==> src/rtl/tx_resp_arbiter.sv <==
// Round-robin arbiter serialising RF (1 byte) and ALU (2 byte) responses onto the TX FIFO write port.
// Define TX_RESP_HEADER_EN to prefix every response with a source tag byte.
module tx_resp_arbiter #(
  parameter int unsigned             DATA_WIDTH = 8,
  parameter logic [DATA_WIDTH-1:0]   RF_TAG     = DATA_WIDTH'(8'h52),
  parameter logic [DATA_WIDTH-1:0]   ALU_TAG    = DATA_WIDTH'(8'h41)
) (
  input  logic                      i_clk,
  input  logic                      i_rst,
  input  logic                      i_rf_valid,
  input  logic [DATA_WIDTH-1:0]     i_rf_data,
  output logic                      o_rf_ready,
  input  logic                      i_alu_valid,
  input  logic [2*DATA_WIDTH-1:0]   i_alu_data,
  output logic                      o_alu_ready,
  input  logic                      i_fifo_full,
  output logic                      o_fifo_wr,
  output logic [DATA_WIDTH-1:0]     o_tx_data_out,
  output logic                      o_busy
);

  typedef enum logic [1:0] {
    StIdle  = 2'd0,
`ifdef TX_RESP_HEADER_EN
    StHdr   = 2'd1,
`endif
    StByte0 = 2'd2,
    StByte1 = 2'd3
  } state_e;

  state_e                    r_state;
  state_e                    w_state_next;
  logic [2*DATA_WIDTH-1:0]   r_hold;
  logic                      r_src_alu;
  logic                      r_last_alu;
  logic                      w_idle;
  logic                      w_grant_rf;
  logic                      w_grant_alu;
  logic                      w_handshake;

  // Tie goes to whichever source was not served last; reset leaves ALU as last so RF wins first.
  always_comb begin
    w_idle      = (r_state == StIdle);
    w_grant_rf  = i_rf_valid & (~i_alu_valid | r_last_alu);
    w_grant_alu = i_alu_valid & (~i_rf_valid | ~r_last_alu);
    o_rf_ready  = w_idle & w_grant_rf & ~i_rst;
    o_alu_ready = w_idle & w_grant_alu & ~i_rst;
    w_handshake = o_rf_ready | o_alu_ready;
    o_fifo_wr   = ~w_idle & ~i_fifo_full;
    o_busy      = ~w_idle;
  end

  always_comb begin
    o_tx_data_out = '0;
    unique case (r_state)
`ifdef TX_RESP_HEADER_EN
      StHdr:   o_tx_data_out = r_src_alu ? ALU_TAG : RF_TAG;
`endif
      StByte0: o_tx_data_out = r_hold[DATA_WIDTH-1:0];
      StByte1: o_tx_data_out = r_hold[2*DATA_WIDTH-1:DATA_WIDTH];
      default: o_tx_data_out = '0;
    endcase
  end

`ifndef TX_RESP_HEADER_EN
  logic w_unused_tags;
  assign w_unused_tags = ^{RF_TAG, ALU_TAG};
`endif

  always_comb begin
    w_state_next = r_state;
    unique case (r_state)
      StIdle: begin
        if (w_handshake) begin
`ifdef TX_RESP_HEADER_EN
          w_state_next = StHdr;
`else
          w_state_next = StByte0;
`endif
        end
      end
`ifdef TX_RESP_HEADER_EN
      StHdr:   if (o_fifo_wr) w_state_next = StByte0;
`endif
      StByte0: if (o_fifo_wr) w_state_next = r_src_alu ? StByte1 : StIdle;
      StByte1: if (o_fifo_wr) w_state_next = StIdle;
      default: w_state_next = StIdle;
    endcase
  end

  always_ff @(posedge i_clk or posedge i_rst) begin
    if (i_rst) begin
      r_state    <= StIdle;
      r_hold     <= '0;
      r_src_alu  <= 1'b0;
      r_last_alu <= 1'b1;
    end else begin
      r_state <= w_state_next;
      if (w_handshake) begin
        r_hold     <= o_rf_ready ? {{DATA_WIDTH{1'b0}}, i_rf_data} : i_alu_data;
        r_src_alu  <= o_alu_ready;
        r_last_alu <= o_alu_ready;
      end
    end
  end

endmodule
==> config.mk <==
export PLATFORM = sky130hd
export DESIGN_NAME = tx_resp_arbiter
export DESIGN_NICKNAME = d
export VERILOG_FILES = /design/src/rtl/tx_resp_arbiter.sv
export SDC_FILE = /design/constraint.sdc
export NUM_CORES = 1
export LEC_CHECK = 0
export ABC_AREA = 1
export BUFFER_PORTS_ARGS = -buffer_cell sky130_fd_sc_hd__buf_2
export CAP_MARGIN = 10
export CORE_ASPECT_RATIO = 1.1
export CORE_MARGIN = 3
export CORE_UTILIZATION = 35
export CTS_CLUSTER_DIAMETER = 60
export CTS_CLUSTER_SIZE = 40
export DETAILED_ROUTE_END_ITERATION = 8
export GPL_ROUTABILITY_DRIVEN = 0
export GPL_TIMING_DRIVEN = 0
export PLACE_DENSITY_LB_ADDON = 0.2
export SLEW_MARGIN = 20
export SYNTH_ARGS = -nofsm -noshare
export SYNTH_HDL_FRONTEND = slang
export SYNTH_SLANG_ARGS = --single-unit
==> constraint.sdc <==
create_clock -name i_clk -period 3.2 [get_ports i_clk]
set_clock_uncertainty 0.15 [all_clocks]
set_input_delay 0.64 -clock i_clk [delete_from_list [all_inputs] [get_ports i_clk]]
set_output_delay 0.64 -clock i_clk [all_outputs]
set_load 0.005 [all_outputs]
==> results of run 1 <==
==> logic make-up (layout without fill, tap and decap cells) <==
group           count (synthesis)  count (layout)
compound gates                 18              18
buf+inv                        24              68
simple gates                   67              67
flops                          20              20
==> power by group <==
part / total, mW / switching (mW) / internal [mW]
combinational: 0.420 / 0.247 / 0.173
clock: 0.152 / 0.0823 / 0.0694
sequential: 0.443 / 0.0657 / 0.377
==> final timing paths <==
| check | start | endpoint | slack (ns) | cells past startpoint |
|---|---|---|---|---|
| setup / recovery | r_state[1]$_DFFE_PP0P_ | o_alu_ready | 0.89 | 5 |
| hold / removal | i_rst | r_hold[4]$_DFFE_PP0P_ | 0.33 | 2 |
| min in group i_clk | r_src_alu$_DFFE_PP0P_ | r_src_alu$_DFFE_PP0P_ | 0.34 | 2 |
| hold reg to reg | r_src_alu$_DFFE_PP0P_ | r_src_alu$_DFFE_PP0P_ | 0.34 | 2 |
| max in group asynchronous | i_rst | r_hold[15]$_DFFE_PP0P_ | 2.09 | 2 |
| setup reg to reg | r_state[1]$_DFFE_PP0P_ | r_hold[15]$_DFFE_PP0P_ | 1.73 | 5 |
==> flip-flops by register name, summed over array words and instances (netlist names) <==
register,flops
r_state,2
r_last_alu,1
r_hold,16
r_src_alu,1
==> final cells by class <==
cell class / instances / area (sq um)
Fill cell: 295 / 1471
Sequential cell: 20 / 501.7
Multi-Input combinational cell: 85 / 415.4
Timing Repair Buffer: 40 / 200.2
Inverter: 20 / 78.83
Tap cell: 33 / 41.29
Clock buffer: 4 / 36.28
Buffer: 4 / 32.53
==> through the flow <==
stage                     hold slack, ns  cell area [sq um]
after detailed placement          0.3136               1270
after global placement            0.3078               1270
after floorplan                   0.2922               1028
final                             0.3286               1306
after global routing              0.3592               1306
after CTS                         0.3435               1306
==> cells in the final DEF (no fill, tap or decap) <==
cell,synthesis,routed
sky130_fd_sc_hd__nand3_1,23,23
sky130_fd_sc_hd__buf_6,2,2
sky130_fd_sc_hd__nand2_4,1,1
sky130_fd_sc_hd__inv_1,18,18
sky130_fd_sc_hd__nor2_1,3,3
sky130_fd_sc_hd__dfrtp_1,19,19
sky130_fd_sc_hd__nand4_1,3,3
sky130_fd_sc_hd__nand3_4,1,1
sky130_fd_sc_hd__nand3_2,1,1
sky130_fd_sc_hd__dfstp_2,1,1
sky130_fd_sc_hd__clkinv_2,1,1
sky130_fd_sc_hd__clkbuf_4,0,3
sky130_fd_sc_hd__buf_2,2,42
sky130_fd_sc_hd__nand2_1,33,33
sky130_fd_sc_hd__clkbuf_8,0,1
sky130_fd_sc_hd__nor2_2,1,1
sky130_fd_sc_hd__nor2_4,1,1
sky130_fd_sc_hd__o21ai_0,18,18
sky130_fd_sc_hd__inv_4,1,1
==> per-layer routing <==
metal | up-vias | track usage | part of all wire
li1 | 506 | - | -
met4 | 0 | 0.05217 | 0.013
met2 | 33 | 0.2316 | 0.43
met3 | 4 | 0.02893 | 0.075
met1 | 433 | 0.2083 | 0.48
met5 | - | 0 | 0
==> out/qor.yml, run 1 <==
run_status: "finished, final reports clean"
leakage_nw: 0.7071
synth_xor_area_frac: 0
worst_hold_path_type: "in -> async"
h-tree-depth: 1
synthTopCellsByArea: "sky130_fd_sc_hd__dfrtp_1 46%, sky130_fd_sc_hd__nand2_1 12%, sky130_fd_sc_hd__nand3_1 11%, sky130_fd_sc_hd__o21ai_0 8.8%, sky130_fd_sc_hd__inv_1 6.6%"
synth.yosys.warnings: 0
ant_nets: 0
overall_power_after_layout_mw: 1.015
clock_tree_root_buffer_cell: "sky130_fd_sc_hd__clkbuf_4"
post_drt_wl_per_cell_microns: 12.25
setup_violations_final: 0
synthesis.area_sq_mm: 0.001028
synth-adder-area-share: 0
floorplan.die.height_microns: 62.86
post-route-drc-count: 0
post-route-worst-setup-slack_ns: 0.8913
postCtsSetupRepairBufs: 0
grt_pass1_wl_mm: 4.298
cts_hold_repair.buffers: 0
grt_util_all_layers: 0.1504
initial_antenna_violation_count: 0
post_synth_and_or_nand_nor_area_fraction: 0.3163
cp_data_arrival_time_ns: 1.52
drtIter0Drc: 53
placement_rows: 20
critical-path-max-stage-delay_ns: 0.47
pre_cts_slack_ns: 0.9488
syn_nets: 158
place.detailed.hpwl_mm: 1.928
muxShareOfSynthArea: 0
synth_compound_gate_area_share: 0.08759
detail_route.first_pass.iterations: 4
critical_path_peak_fanout: 10
synth_enable_flop_cells: 0
rel_slew_slack: 0.4803
gr-total-overflow: 0
area_growth_pct: 27.01
grt_start_max_net_pins: 21
post_cts.resized_instances: 0
start_to_end_type_of_the_worst_setup_path: "reg -> out"
antenna-diode-count: 0
die_width_microns: 57.69
top_post_synthesis_cells_by_count: "33 x sky130_fd_sc_hd__nand2_1, 23 x sky130_fd_sc_hd__nand3_1, 19 x sky130_fd_sc_hd__dfrtp_1"
final_cells: 206
critPathBufInv: 3
start_kind: "flop"
yosys_most_used_dff: "sky130_fd_sc_hd__dfrtp_1"
totalNegativeSetupSlack_ns: 0
clock_latency_ns: 0.30
synth.ff_latch_count: 20
clkSlewWorstSetupHoldPaths_ns: 0.12
tritoncts: "done"
timing.max_cap.violations: 0
cp_cell_sequence: "nor2_4, nand3_4, clkinv_2, buf_6, buf_2"
crit_path_end_kind: "output pin"
num-nets-final: 203
finalMaxSlewViolations: 0
clock_tree.buffer_depth: 2
placedCellCount: 202
vias_per_cell: 4.738
critical_path.slowest_cell: "sky130_fd_sc_hd__dfrtp_1"
worstPathRequired_ns: 2.41
synth_sequential_area_ratio: 0.4878
cell_accounting_for_the_most_synthesized_area: "sky130_fd_sc_hd__dfrtp_1"
worstMarginPinSlew_ns: 0.7787
synth.avg_cell_area_sq_um: 7.973
floorplan.core_area_sq_mm: 0.002778
rsz0062_at_grt: "false"
post-synth-top-area-fraction: 0.4623
timing.critical_path.max_delay_family: "flip-flops"
max_clock_freq_ghz: 0.4331
power-per-cell-area_mw_per_mm2: 777.0
vdd.ir_drop.worst_v: 0.0003754
synth_cell_type_count: 17
cts_made_buffers: 3
clock_sinks: 20
top_level_ports: 41
grt_pass1_vias: 943
finalHoldViolations: 0
finalCriticalPeriod_ns: 2.309
dr_total_vias: 976
synthesis.instances: 129
final_util: 0.4703
finalWirelength_mm: 2.524
floorplan.die_area_sq_mm: 0.003626
combinational_family_with_the_most_area_after_synthesis: "simple AND/OR/NAND/NOR gates"
numPortBuffers: 40
final_layout_size_suffix_gt1_frac: 0.3237
post-synth-top-count-cell: "sky130_fd_sc_hd__nand2_1"
ys_async_sr_fraction: 1.000
starting_density_of_the_core: 0.3703
finalCritPeriodShare: 0.7215
No activity file was read; power rests on OpenSTA's default activity.
==> run 2, diff against run 1 <==
--- a/config.mk
+++ b/config.mk
@@ -5,7 +5,7 @@
 export SDC_FILE = /design/constraint.sdc
 export NUM_CORES = 1
 export LEC_CHECK = 0
-export ABC_AREA = 1
+export ABC_AREA = 0
 export BUFFER_PORTS_ARGS = -buffer_cell sky130_fd_sc_hd__buf_2
 export CAP_MARGIN = 10
 export CORE_ASPECT_RATIO = 1.1
==> constraint.sdc (replaced) <==
create_clock -name i_clk -period 2.1 [get_ports i_clk]
set_clock_uncertainty 0.15 [all_clocks]
set_input_delay 0.42 -clock i_clk [delete_from_list [all_inputs] [get_ports i_clk]]
set_output_delay 0.42 -clock i_clk [all_outputs]
set_load 0.005 [all_outputs]
==> out/qor.yml, run 2 <==
run_status: "finished, violations left"
violated_checks: "setup timing"
area_growth_pct: 37.12
worstPathRequired_ns: 1.53  # -0.88 ns
grt_util_met3: 0.02590  # -0.003029
cp_data_arrival_time_ns: 1.62  # +0.10 ns
synth_enable_flop_cells: 0  # unchanged
critical-path-max-stage-delay_ns: 0.40  # -0.07 ns
h-tree-depth: 1  # unchanged
worstMarginPinSlew_ns: 0.7669  # -0.01177 ns
power.share.sequential: 0.352  # -0.084
synth.ff_latch_count: 20  # unchanged
grt_util_all_layers: 0.1736  # +0.02319
cp_cell_sequence: "or3_4, or3_4, clkinv_4, buf_6"
max_clock_freq_ghz: 0.4575
syn_nets: 150  # -5.1%
top_post_synthesis_cells_by_count: "19 x sky130_fd_sc_hd__dfrtp_1, 17 x sky130_fd_sc_hd__o21ai_0, 16 x sky130_fd_sc_hd__nand3_1"
overall_power_after_layout_mw: 1.888  # +86%
clkSlewWorstSetupHoldPaths_ns: 0.12  # about the same
post_dp_cell_area_sq_mm: 0.001344  # +5.8%
tritoncts: "done"
start_to_end_type_of_the_worst_setup_path: "reg -> out"
place.detailed.hpwl_mm: 2.331  # +21%
finalWirelength_mm: 3.345  # +33%
initial_antenna_violation_count: 0  # unchanged
finalHoldViolations: 0  # unchanged
drtIter0Drc: 90  # +70%
rsz0062_at_grt: "true"
crit_path_end_kind: "output pin"
rel_slew_slack: 0.4881  # +0.007857
vdd.ir_drop.worst_v: 0.0006338  # +69%
cell_accounting_for_the_most_synthesized_area: "sky130_fd_sc_hd__dfrtp_1"
finalMaxSlewViolations: 0  # unchanged
layout_top_registers: "r_hold (16), r_state (2)"
leakage_nw: 0.6802  # -3.8%
start_kind: "flop"
power.net_switching_mw: 0.7262  # +84%
layout_commonest_cell: "sky130_fd_sc_hd__buf_2"
power-per-cell-area_mw_per_mm2: 1249  # +61%
post_drt_wl_per_cell_microns: 16.08  # +31%
share_clk_of_total_power: 0.103  # -0.046
clock_tree_root_buffer_cell: "sky130_fd_sc_hd__clkbuf_4"
cellInternalPower_mw: 1.161  # +87%
post-synth-top-count-cell: "sky130_fd_sc_hd__dfrtp_1"
setup_violations_final: 1  # +1
critical_path_peak_fanout: 2  # -8
groute.layer.met2.usage: 0.2896  # +0.05798
synthesis.area_sq_mm: 0.001102  # +7.2%
post-synth-top-area-fraction: 0.4313  # -0.03096
antenna-diode-count: 0  # unchanged
critical_path.slowest_cell: "sky130_fd_sc_hd__dfrtp_1"
top_level_ports: 41  # unchanged
synth_cell_type_count: 24  # +7
synth_sequential_area_ratio: 0.4552  # -0.03267
mostFrequentLayoutCells: "40 x sky130_fd_sc_hd__buf_2, 19 x sky130_fd_sc_hd__dfrtp_1, 17 x sky130_fd_sc_hd__o21ai_0"
final_layout_size_suffix_gt1_frac: 0.3771  # +0.05344
largest_register: "r_hold"
final_cells: 208  # +0.97%
clock_latency_ns: 0.30  # about the same
p_comb_frac: 0.544  # +0.130
cts_made_buffers: 3  # unchanged
grt_pass1_wl_mm: 5.161  # +20%
yosys_most_used_dff: "sky130_fd_sc_hd__dfrtp_1"
die_width_microns: 59.51  # +3.2%
post-route-drc-count: 0  # unchanged
floorplan.die_area_sq_mm: 0.003860  # +6.5%
numPortBuffers: 40  # unchanged
synthesis.instances: 121  # -6.2%
synth.avg_cell_area_sq_um: 9.110  # +14%
cts_hold_repair.buffers: 0  # unchanged
vias_per_cell: 5.635  # +19%
ys_async_sr_fraction: 1.000  # unchanged
floorplan.die.height_microns: 64.86  # +3.2%
synthTopCellsByArea: "sky130_fd_sc_hd__dfrtp_1 43%, sky130_fd_sc_hd__mux2i_1 8.2%, sky130_fd_sc_hd__o21ai_0 7.7%, sky130_fd_sc_hd__nand3_1 7.3%, sky130_fd_sc_hd__nor2b_1 6.8%"
grt_pass1_vias: 1162  # +23%
p_sw_frac: 0.3847  # -0.004708
timing.max_cap.violations: 0  # unchanged
clock_sinks: 20  # unchanged
clock_tree.buffer_depth: 2  # unchanged
critical-path-top-cell-by-count: "sky130_fd_sc_hd__or3_4"
stdcell_area_sq_mm: 0.001511  # +16%
detail_route.first_pass.iterations: 4  # unchanged
starting_density_of_the_core: 0.3830  # +0.01277
grt_start_max_net_pins: 21  # unchanged
num-nets-final: 205  # +0.99%
pre_cts_slack_ns: -0.1889  # -1.138 ns
dr_total_vias: 1172  # +20%
finalCriticalPeriod_ns: 2.186
post-route-worst-setup-slack_ns: -0.08588  # -0.9772 ns
gr-total-overflow: 0  # unchanged
holdWs_ns: 0.1099  # -0.2187 ns
largest_register_ff_count: 16  # unchanged
finalCritPeriodShare: 1.041
floorplan.core_area_sq_mm: 0.002878  # +3.6%
synth.yosys.warnings: 0  # unchanged
placedCellCount: 194  # -4.0%
worst_hold_path_type: "in -> async"
global_route.peak_usage_layer: "met2"
placement_rows: 20  # unchanged
ant_nets: 0  # unchanged
grtUsageMet1: 0.2169  # +0.008573
## run 2: what timing repair did
action                                  in CTS  in global routing
gates cloned                                 0                  0
pin swaps                                    3                  2
endpoints found under the setup margin      12                 18
resized for setup                            8                 13
buffers inserted                             6                  6
## run 2: critical path, delay by kind of cell, from the launching register on
| family | cells | cell delay, ns |
|---|---|---|
| buf+inv | 2 | 0.15 |
| flops | 1 | 0.40 |
| simple gates | 2 | 0.77 |
## run 2: cell families after synthesis
group                  share of synthesized area
AND/OR/NAND/NOR                           0.2225
multiplexers                             0.08173
AO/OA/AOI/OAI                             0.1884
buffers and inverters                    0.05221
flip-flops                                0.4552
## run 2: layout make-up
type	instances	area, sq um
fill	278	1366
multi-input combinational	88	560.5
sequential	20	501.7
timing repair buffer	51	305.3
buffer	9	60.06
tap	33	41.29
clock buffer	4	26.28
inverter	3	16.27
## run 2: final timing paths
path	from	endpoint	slack, ns	cells past startpoint
max in group asynchronous	i_rst	r_hold[6]$_DFFE_PP0P_	1.21	2
hold / removal	i_rst	r_hold[3]$_DFFE_PP0P_	0.11	2
setup reg to reg	r_state[1]$_DFFE_PP0P_	r_hold[1]$_DFFE_PP0P_	0.12	5
min in group i_clk	i_alu_data[10]	r_hold[10]$_DFFE_PP0P_	0.20	3
hold reg to reg	r_src_alu$_DFFE_PP0P_	r_src_alu$_DFFE_PP0P_	0.34	1
setup / recovery	r_state[1]$_DFFE_PP0P_	o_rf_ready	-0.09	4
## run 2: routing by layer
layer / wire length, microns / vias to the layer above
li1: - / 554
met1: 1363 / 564
met2: 1711 / 46
met3: 214 / 8
met4: 57 / 0
met5: 0 / -
## run 2: power groups by stage
stage | clock network [mW] | logic (mW) | registers (mW)
final | 0.195 | 1.03 | 0.665
after global routing | 0.209 | 1.14 | 0.683
after CTS | 0.200 | 0.915 | 0.664
after detailed placement | 0 | 0.837 | 0.679
after global placement | 0 | 0.816 | 0.670
after floorplan | 0 | 0.574 | 0.643
## run 2: through the flow
step,TNS [ns],utilization
floorplan,0,-
global placement,-0.1784,0.4670
detailed placement,-0.2637,0.4670
CTS,-0.3444,0.4983
global route,-0.1213,0.5252
finish,-0.08588,0.5252
